<file path="src/rtl/shot_ctl.sv">
// shot_ctl: mouse-trigger shot controller with a finite magazine, a
// valid/ready shot record, frame-based cooldown and one shot per press.
module shot_ctl #(
  parameter int MAG_SIZE        = 3,
  parameter int COOLDOWN_FRAMES = 10
) (
  input  logic        clk,
  input  logic        rst,
  input  logic [11:0] xpos_in,
  input  logic [11:0] ypos_in,
  input  logic        mouse_left_in,
  input  logic        frame_tick,
  input  logic        reload_in,
  input  logic        shot_ready_in,
  output logic        shot_valid_out,
  output logic [11:0] shot_xpos_out,
  output logic [11:0] shot_ypos_out,
  output logic [2:0]  ammo_out,
  output logic        dry_fire_out
);

  typedef enum logic [1:0] {IDLE, SHOT, COOLDOWN, WAIT_RELEASE} state_t;

  localparam logic [2:0] MAG = 3'(MAG_SIZE);
  localparam logic [7:0] CD  = 8'(COOLDOWN_FRAMES);

  state_t      state_q, state_d;
  logic [2:0]  ammo_q, ammo_d;
  logic [7:0]  cnt_q, cnt_d;
  logic        valid_q, valid_d;
  logic        dry_q, dry_d;
  logic [11:0] x_q, x_d;
  logic [11:0] y_q, y_d;

  // Next-state and next-output logic; all outputs come straight from flops.
  always_comb begin
    state_d = state_q;
    ammo_d  = ammo_q;
    cnt_d   = cnt_q;
    valid_d = valid_q;
    dry_d   = 1'b0;
    x_d     = x_q;
    y_d     = y_q;
    case (state_q)
      IDLE: begin
        // Reload has priority over a trigger arriving in the same cycle.
        if (reload_in) begin
          ammo_d = MAG;
        end else if (mouse_left_in) begin
          if (ammo_q != 3'd0) begin
            x_d     = xpos_in;
            y_d     = ypos_in;
            valid_d = 1'b1;
            state_d = SHOT;
          end else begin
            dry_d   = 1'b1;
            state_d = WAIT_RELEASE;
          end
        end
      end
      SHOT: begin
        // Ammo is only consumed once the consumer has taken the record.
        if (valid_q && shot_ready_in) begin
          valid_d = 1'b0;
          if (ammo_q != 3'd0) ammo_d = ammo_q - 3'd1;
          if (CD == 8'd0) begin
            state_d = WAIT_RELEASE;
          end else begin
            cnt_d   = CD;
            state_d = COOLDOWN;
          end
        end
      end
      COOLDOWN: begin
        // Leave on the tick that brings the counter to zero; never wrap.
        if (cnt_q == 8'd0) begin
          state_d = WAIT_RELEASE;
        end else if (frame_tick) begin
          cnt_d = cnt_q - 8'd1;
          if (cnt_q == 8'd1) state_d = WAIT_RELEASE;
        end
      end
      WAIT_RELEASE: begin
        if (!mouse_left_in) state_d = IDLE;
      end
      default: state_d = WAIT_RELEASE;
    endcase
  end

  // State and output registers; reset parks in WAIT_RELEASE so a held
  // button cannot fire until it is released.
  always_ff @(posedge clk) begin
    if (rst) begin
      state_q <= WAIT_RELEASE;
      ammo_q  <= MAG;
      cnt_q   <= 8'd0;
      valid_q <= 1'b0;
      dry_q   <= 1'b0;
      x_q     <= 12'd0;
      y_q     <= 12'd0;
    end else begin
      state_q <= state_d;
      ammo_q  <= ammo_d;
      cnt_q   <= cnt_d;
      valid_q <= valid_d;
      dry_q   <= dry_d;
      x_q     <= x_d;
      y_q     <= y_d;
    end
  end

  assign shot_valid_out = valid_q;
  assign shot_xpos_out  = x_q;
  assign shot_ypos_out  = y_q;
  assign ammo_out       = ammo_q;
  assign dry_fire_out   = dry_q;

endmodule

</file>
<file path="config.mk">
export PLATFORM = sky130hd
export DESIGN_NAME = shot_ctl
export DESIGN_NICKNAME = d
export VERILOG_FILES = /design/src/rtl/shot_ctl.sv
export SDC_FILE = /design/constraint.sdc
export NUM_CORES = 1
export LEC_CHECK = 0
export CORE_ASPECT_RATIO = 0.75
export CORE_MARGIN = 2
export CORE_UTILIZATION = 45
export CTS_BUF_LIST = sky130_fd_sc_hd__clkbuf_8 sky130_fd_sc_hd__clkbuf_16
export CTS_CLUSTER_SIZE = 16
export DETAILED_ROUTE_END_ITERATION = 12
export PLACE_DENSITY = 0.79
export SYNTH_ARGS = -nofsm -noshare
export SYNTH_HDL_FRONTEND = slang
export SYNTH_SLANG_ARGS = --single-unit
</file>
<file path="constraint.sdc">
create_clock -name clk -period 2.2 [get_ports clk]
set_input_delay 0.22 -clock clk [delete_from_list [all_inputs] [get_ports clk]]
set_output_delay 0.22 -clock clk [all_outputs]
set_load 0.02 [all_outputs]
</file>
=== Word level (Yosys, flattened, before mapping) ===
Index checks and enable logic that the tools add are counted.

* Bitwise gates (word level): 3
* Reductions and logical operators: 12
* Mux-type cells: 23
* Add/sub/neg operators: 2
* Eq/ne operators: 15

{| class="wikitable"
|+ Operators by type and width
! cell !! number
|-
| $mux 8 || 3
|-
| $ne 2x2->1 const B || 9
|-
| $mux 2 || 8
|-
| $pmux 8 s2 || 1
|-
| $reduce_and 4->1 || 3
|-
| $mux 3 || 3
|-
| $eq 8x1->1 const B || 1
|-
| $logic_not 8->1 || 1
|-
| $pmux 2 s4 || 1
|-
| $sub 8x1->8 const B || 1
|-
| $ne 3x3->1 const B || 2
|-
| $pmux 3 s2 || 1
|-
| $reduce_and 6->1 || 1
|-
| $mux 1 || 5
|-
| $reduce_and 5->1 || 1
|-
| $eq 2x2->1 const B || 2
|-
| $reduce_bool 2->1 || 2
|-
| $reduce_or 4->1 || 1
|-
| $not 1->1 || 3
|-
| $reduce_bool 3->1 || 1
|-
| $sub 3x1->3 const B || 1
|-
| $eq 2x1->1 const B || 1
|-
| $logic_not 2->1 || 1
|-
| $pmux 1 s2 || 1
|-
| $logic_and 1x1->1 || 1
|}

* Register bits: 39
* Word-level logic and storage cells: 62
* Bits of input ports: 30

=== Logic depth before layout (Yosys ltp) ===
* Depth in word-level cells: 5
* Depth in mapped cells: 9
* Mapped depth without buffers: 6

=== Worst setup path before layout ===
OpenSTA, ideal clock, no wires.

* Kind: register to register
* Start: register state_q[1]
* End: register cnt_q[7]
* Cell stages (with the launch flop): 8
* Slack: 0.272 ns
* Period minus slack after synthesis: 1.928 ns
* Required time: 2.130 ns
* Data arrival time: 1.859 ns
* Path through: dfxtp_1 -> inv_1 -> ha_1 -> buf_6 -> a21boi_1 -> a311o_1 -> or4b_1 -> a21oi_1

* Cells in the longest elaborated chain, start to end: 3
* Elaborated cells between the ends (all ways): 8
* Those cells by class: eq/ne: 5; mux: 1; reduce/logical: 2

{| class="wikitable"
|+ Ends and longest elaborated chain
! item !! RTL line !! text
|-
| start: declaration || 27 || <nowiki>state_t state_q, state_d;</nowiki>
|-
| start signal: assignment || 102 || <nowiki>state_q <= state_d;</nowiki>
|-
| $eq 2x2->1 or $eq 2x1->1 (tied branches) || 44 || <nowiki>case (state_q)</nowiki>
|-
| $ne 2x2->1 (no line) or $reduce_bool 2->1 (tied branches) || -- ||
|-
| $reduce_and 4->1 (no line) || -- ||
|-
| end signal: assignment || 104 || <nowiki>cnt_q <= cnt_d;</nowiki>
|-
| end: declaration || 29 || <nowiki>logic [7:0] cnt_q, cnt_d;</nowiki>
|}

Several ways; a longest one is shown, not always the timed one.
A chain may end at the register's enable or synchronous reset.

=== Worst setup path in the final report ===
* Start: register state_q[0]
* End: register cnt_q[4]

Same word-level chain as after synthesis.

==> results.cfg <==
[global_route]
antenna_found_initial = 0
gr-total-overflow = 0
grt_pass1_vias = 1486
grt_pass1_wl_um = 7070
grt_use_total_pct = 19.9
grt_max_degree = 31

[worst_setup_path]
crit_family = compound AO/OA/AOI/OAI gates
arrival_ns = 2.27
cp.depth = 7
path_buf_inv = 2
start_kind = register
reg2regPathDepth = 7
end_kind = register
critPathMaxStageDelay_ns = 0.39
cp_cell_sequence = inv_1 > ha_1 > mux2i_1 > a311o_2 > buf_4 > or3_1 > a21oi_1
critPathRequiredTime_ns = 2.41
cpMaxStageDelayCell = a311o_2
crit_type = register to register
critPathMaxFanout = 9

[cells_and_area]
layout.nets = 317
final_cell_mix = clkdlybuf4s50_1, nand2_1, dfxtp_1, a21oi_1
fin_area_sq_um = 2490
num_antenna_cells = 0
final_common_cell = clkdlybuf4s50_1
areaGrowthSynthToFinish_pct = 42.3
drive_gt1_share_pct = 5.40

[logic_synthesis]
synthCells = 219
synth_area_per_cell_sq_um = 8.00
synth_nets = 259
ys_seq_area_share_pct = 44.6
netlist_area_sq_um = 1750
ys_types = 34
yosys_warnings = 0
ys_ff_latch = 39

[clocking]
numCtsBuffers = 5
clkLatencyLatePin_ns = 0.28
cts_sinks = 39
clk_pin_slew_worst_paths_ns = 0.08
tritoncts = yes
cts_root_buf = clkbuf_8
htree_num_levels = 2
post-cts-setup-buffer-count = 0
max-clock-path-buffers = 2

[power_and_ir_drop]
power_density_nw_per_um2 = 925
max-vdd-ir-drop_uv = 466
p_leak_nw = 0.943

[timing]
finalSetupViolations = 0
hold_viol_final = 0
setup_tns_ns = 0
rsz0062_at_grt = false
worst_pin_slew_ns = 0.468
fmax_mhz = 485
layout_min_cycle_time_ns = 2.06
max_slew_margin_pct = 68.5
finalClockSkew_ns = 0.00692
layout_worst_path_cycle_share_pct = 93.7
report.final.slew_viol_count = 0

[worst_hold_path]
holdPathStages = 2
hold_path.class = register to register

[placement]
place_congestion = 0.874
dpl-instance-area_sq_um = 2380
hpwl_um = 3010
port_buffers = 58

[floorplanning]
dieArea_sq_um = 4410
chipWidth_um = 76.0
fp-row-count = 19
dieHeight_um = 58.0
num_io_pins = 59
core_sq_um = 3680
start_util_pct = 47.5

[drt]
drtPass1Iterations = 4
drc = 0
antenna_left = 0
drt-wirelength-per-cell_um = 12.9
drt-initial-drc-count = 106
routed_wirelength_um = 4250
viasPerCell = 5.08
vias = 1676

[job]
cap_viol_max_count = 0

[run_status]
status = completed
==> through the flow <==
stage / total power [mW] / hold slack [ns] / instances / setup slack [ns] / util [%]
6_report: 2.30 / 0.453 / 330 / 0.140 / 67.6
5_1_grt: 2.47 / 0.477 / 330 / 0.00218 / 67.6
4_1_cts: 2.30 / 0.457 / 330 / 0.126 / 67.6
3_5_place_dp: 1.71 / 0.445 / 322 / 0.139 / 64.6
3_3_place_gp: 1.68 / 0.442 / 322 / 0.192 / 64.6
2_1_floorplan: 1.48 / 0.338 / 219 / 0.272 / -
==> final timing paths <==
kind	endpoint	start	slack [ns]
max	cnt_q[4]$_SDFFE_PP0P_	state_q[0]$_SDFFE_PP1P_	0.14
min	shot_xpos_out[6]$_SDFFE_PP0P_	shot_xpos_out[6]$_SDFFE_PP0P_	0.45
max reg2reg	cnt_q[4]$_SDFFE_PP0P_	state_q[0]$_SDFFE_PP1P_	0.14
min reg2reg	shot_xpos_out[6]$_SDFFE_PP0P_	shot_xpos_out[6]$_SDFFE_PP0P_	0.45
==> cells in the mapped netlist <==
library cell	instances	area, sq um
nand2_1	55	206
dfxtp_1	39	781
a21oi_1	34	170
ha_1	10	125
inv_1	10	37.5
clkbuf_1	8	30.0
nor2_1	8	30.0
o21ai_0	7	35.0
nor3_1	5	25.0
or3_1	5	31.3
buf_2	3	15.0
mux2i_1	3	30.0
nand2b_1	3	18.8
nand3_1	3	15.0
nor2b_1	3	18.8
or4_1	3	22.5
a31oi_1	2	12.5
o31ai_1	2	15.0
a21boi_1	1	7.51
a311o_1	1	10.0
a311oi_1	1	8.76
a41oi_1	1	8.76
and3_1	1	6.26
buf_6	1	11.3
nand3b_1	1	7.51
nand4_1	1	6.26
nor4_1	1	6.26
o211ai_1	1	7.51
o21a_1	1	7.51
o311ai_0	1	8.76
o41a_1	1	11.3
o41ai_1	1	8.76
or2_2	1	6.26
or4b_1	1	10.0
==> metal layers <==
metal	GRT usage [%]	routed length, um
met1	28.4	2050
met2	30.9	1890
met3	5.14	293
met4	4.68	20
met5	0	0
==> report_power, final <==
part	internal [mW]	switching (mW)	total (mW)
sequential	0.805	0.0976	0.902
clock	0.338	0.247	0.585
combinational	0.378	0.440	0.817
total	1.52	0.784	2.30
==> worst reg2reg max path, cell delays in order, from the launching register on <==
cell	delay, ns
dfxtp_1	0.38
inv_1	0.10
ha_1	0.29
mux2i_1	0.15
a311o_2	0.39
buf_4	0.19
or3_1	0.35
a21oi_1	0.15
==> flip-flops by register name, summed over array words and instances, names as in the netlist <==
register	cells
cnt_q	8
state_q	2
dry_fire_out	1
ammo_out	3
shot_valid_out	1
shot_ypos_out	12
shot_xpos_out	12
==> kinds of logic after synthesis <==
logic type | after synthesis | synth area share (%)
fa+ha+maj | 10 | 7.14
mux | 3 | 1.71
buf+inv | 22 | 5.36
simple gates | 91 | 23.4
compound gates | 54 | 17.8
flops | 39 | 44.6
==> cell type report <==
cell class | count | area [sq um]
repair buffers | 63 | 618
inverters | 10 | 37.5
fillers | 317 | 1190
multi-input cells | 158 | 878
flip-flops and latches | 39 | 781
well taps | 52 | 65.1
clock buffers | 5 | 68.8
clock inverters | 3 | 43.8
==> timing repair <==
action,CTS,global route
gates resized for setup,0,1
hold buffers,0,0
endpoints found under the setup margin,0,2
Note: power is estimated with default switching activity, not from simulation.
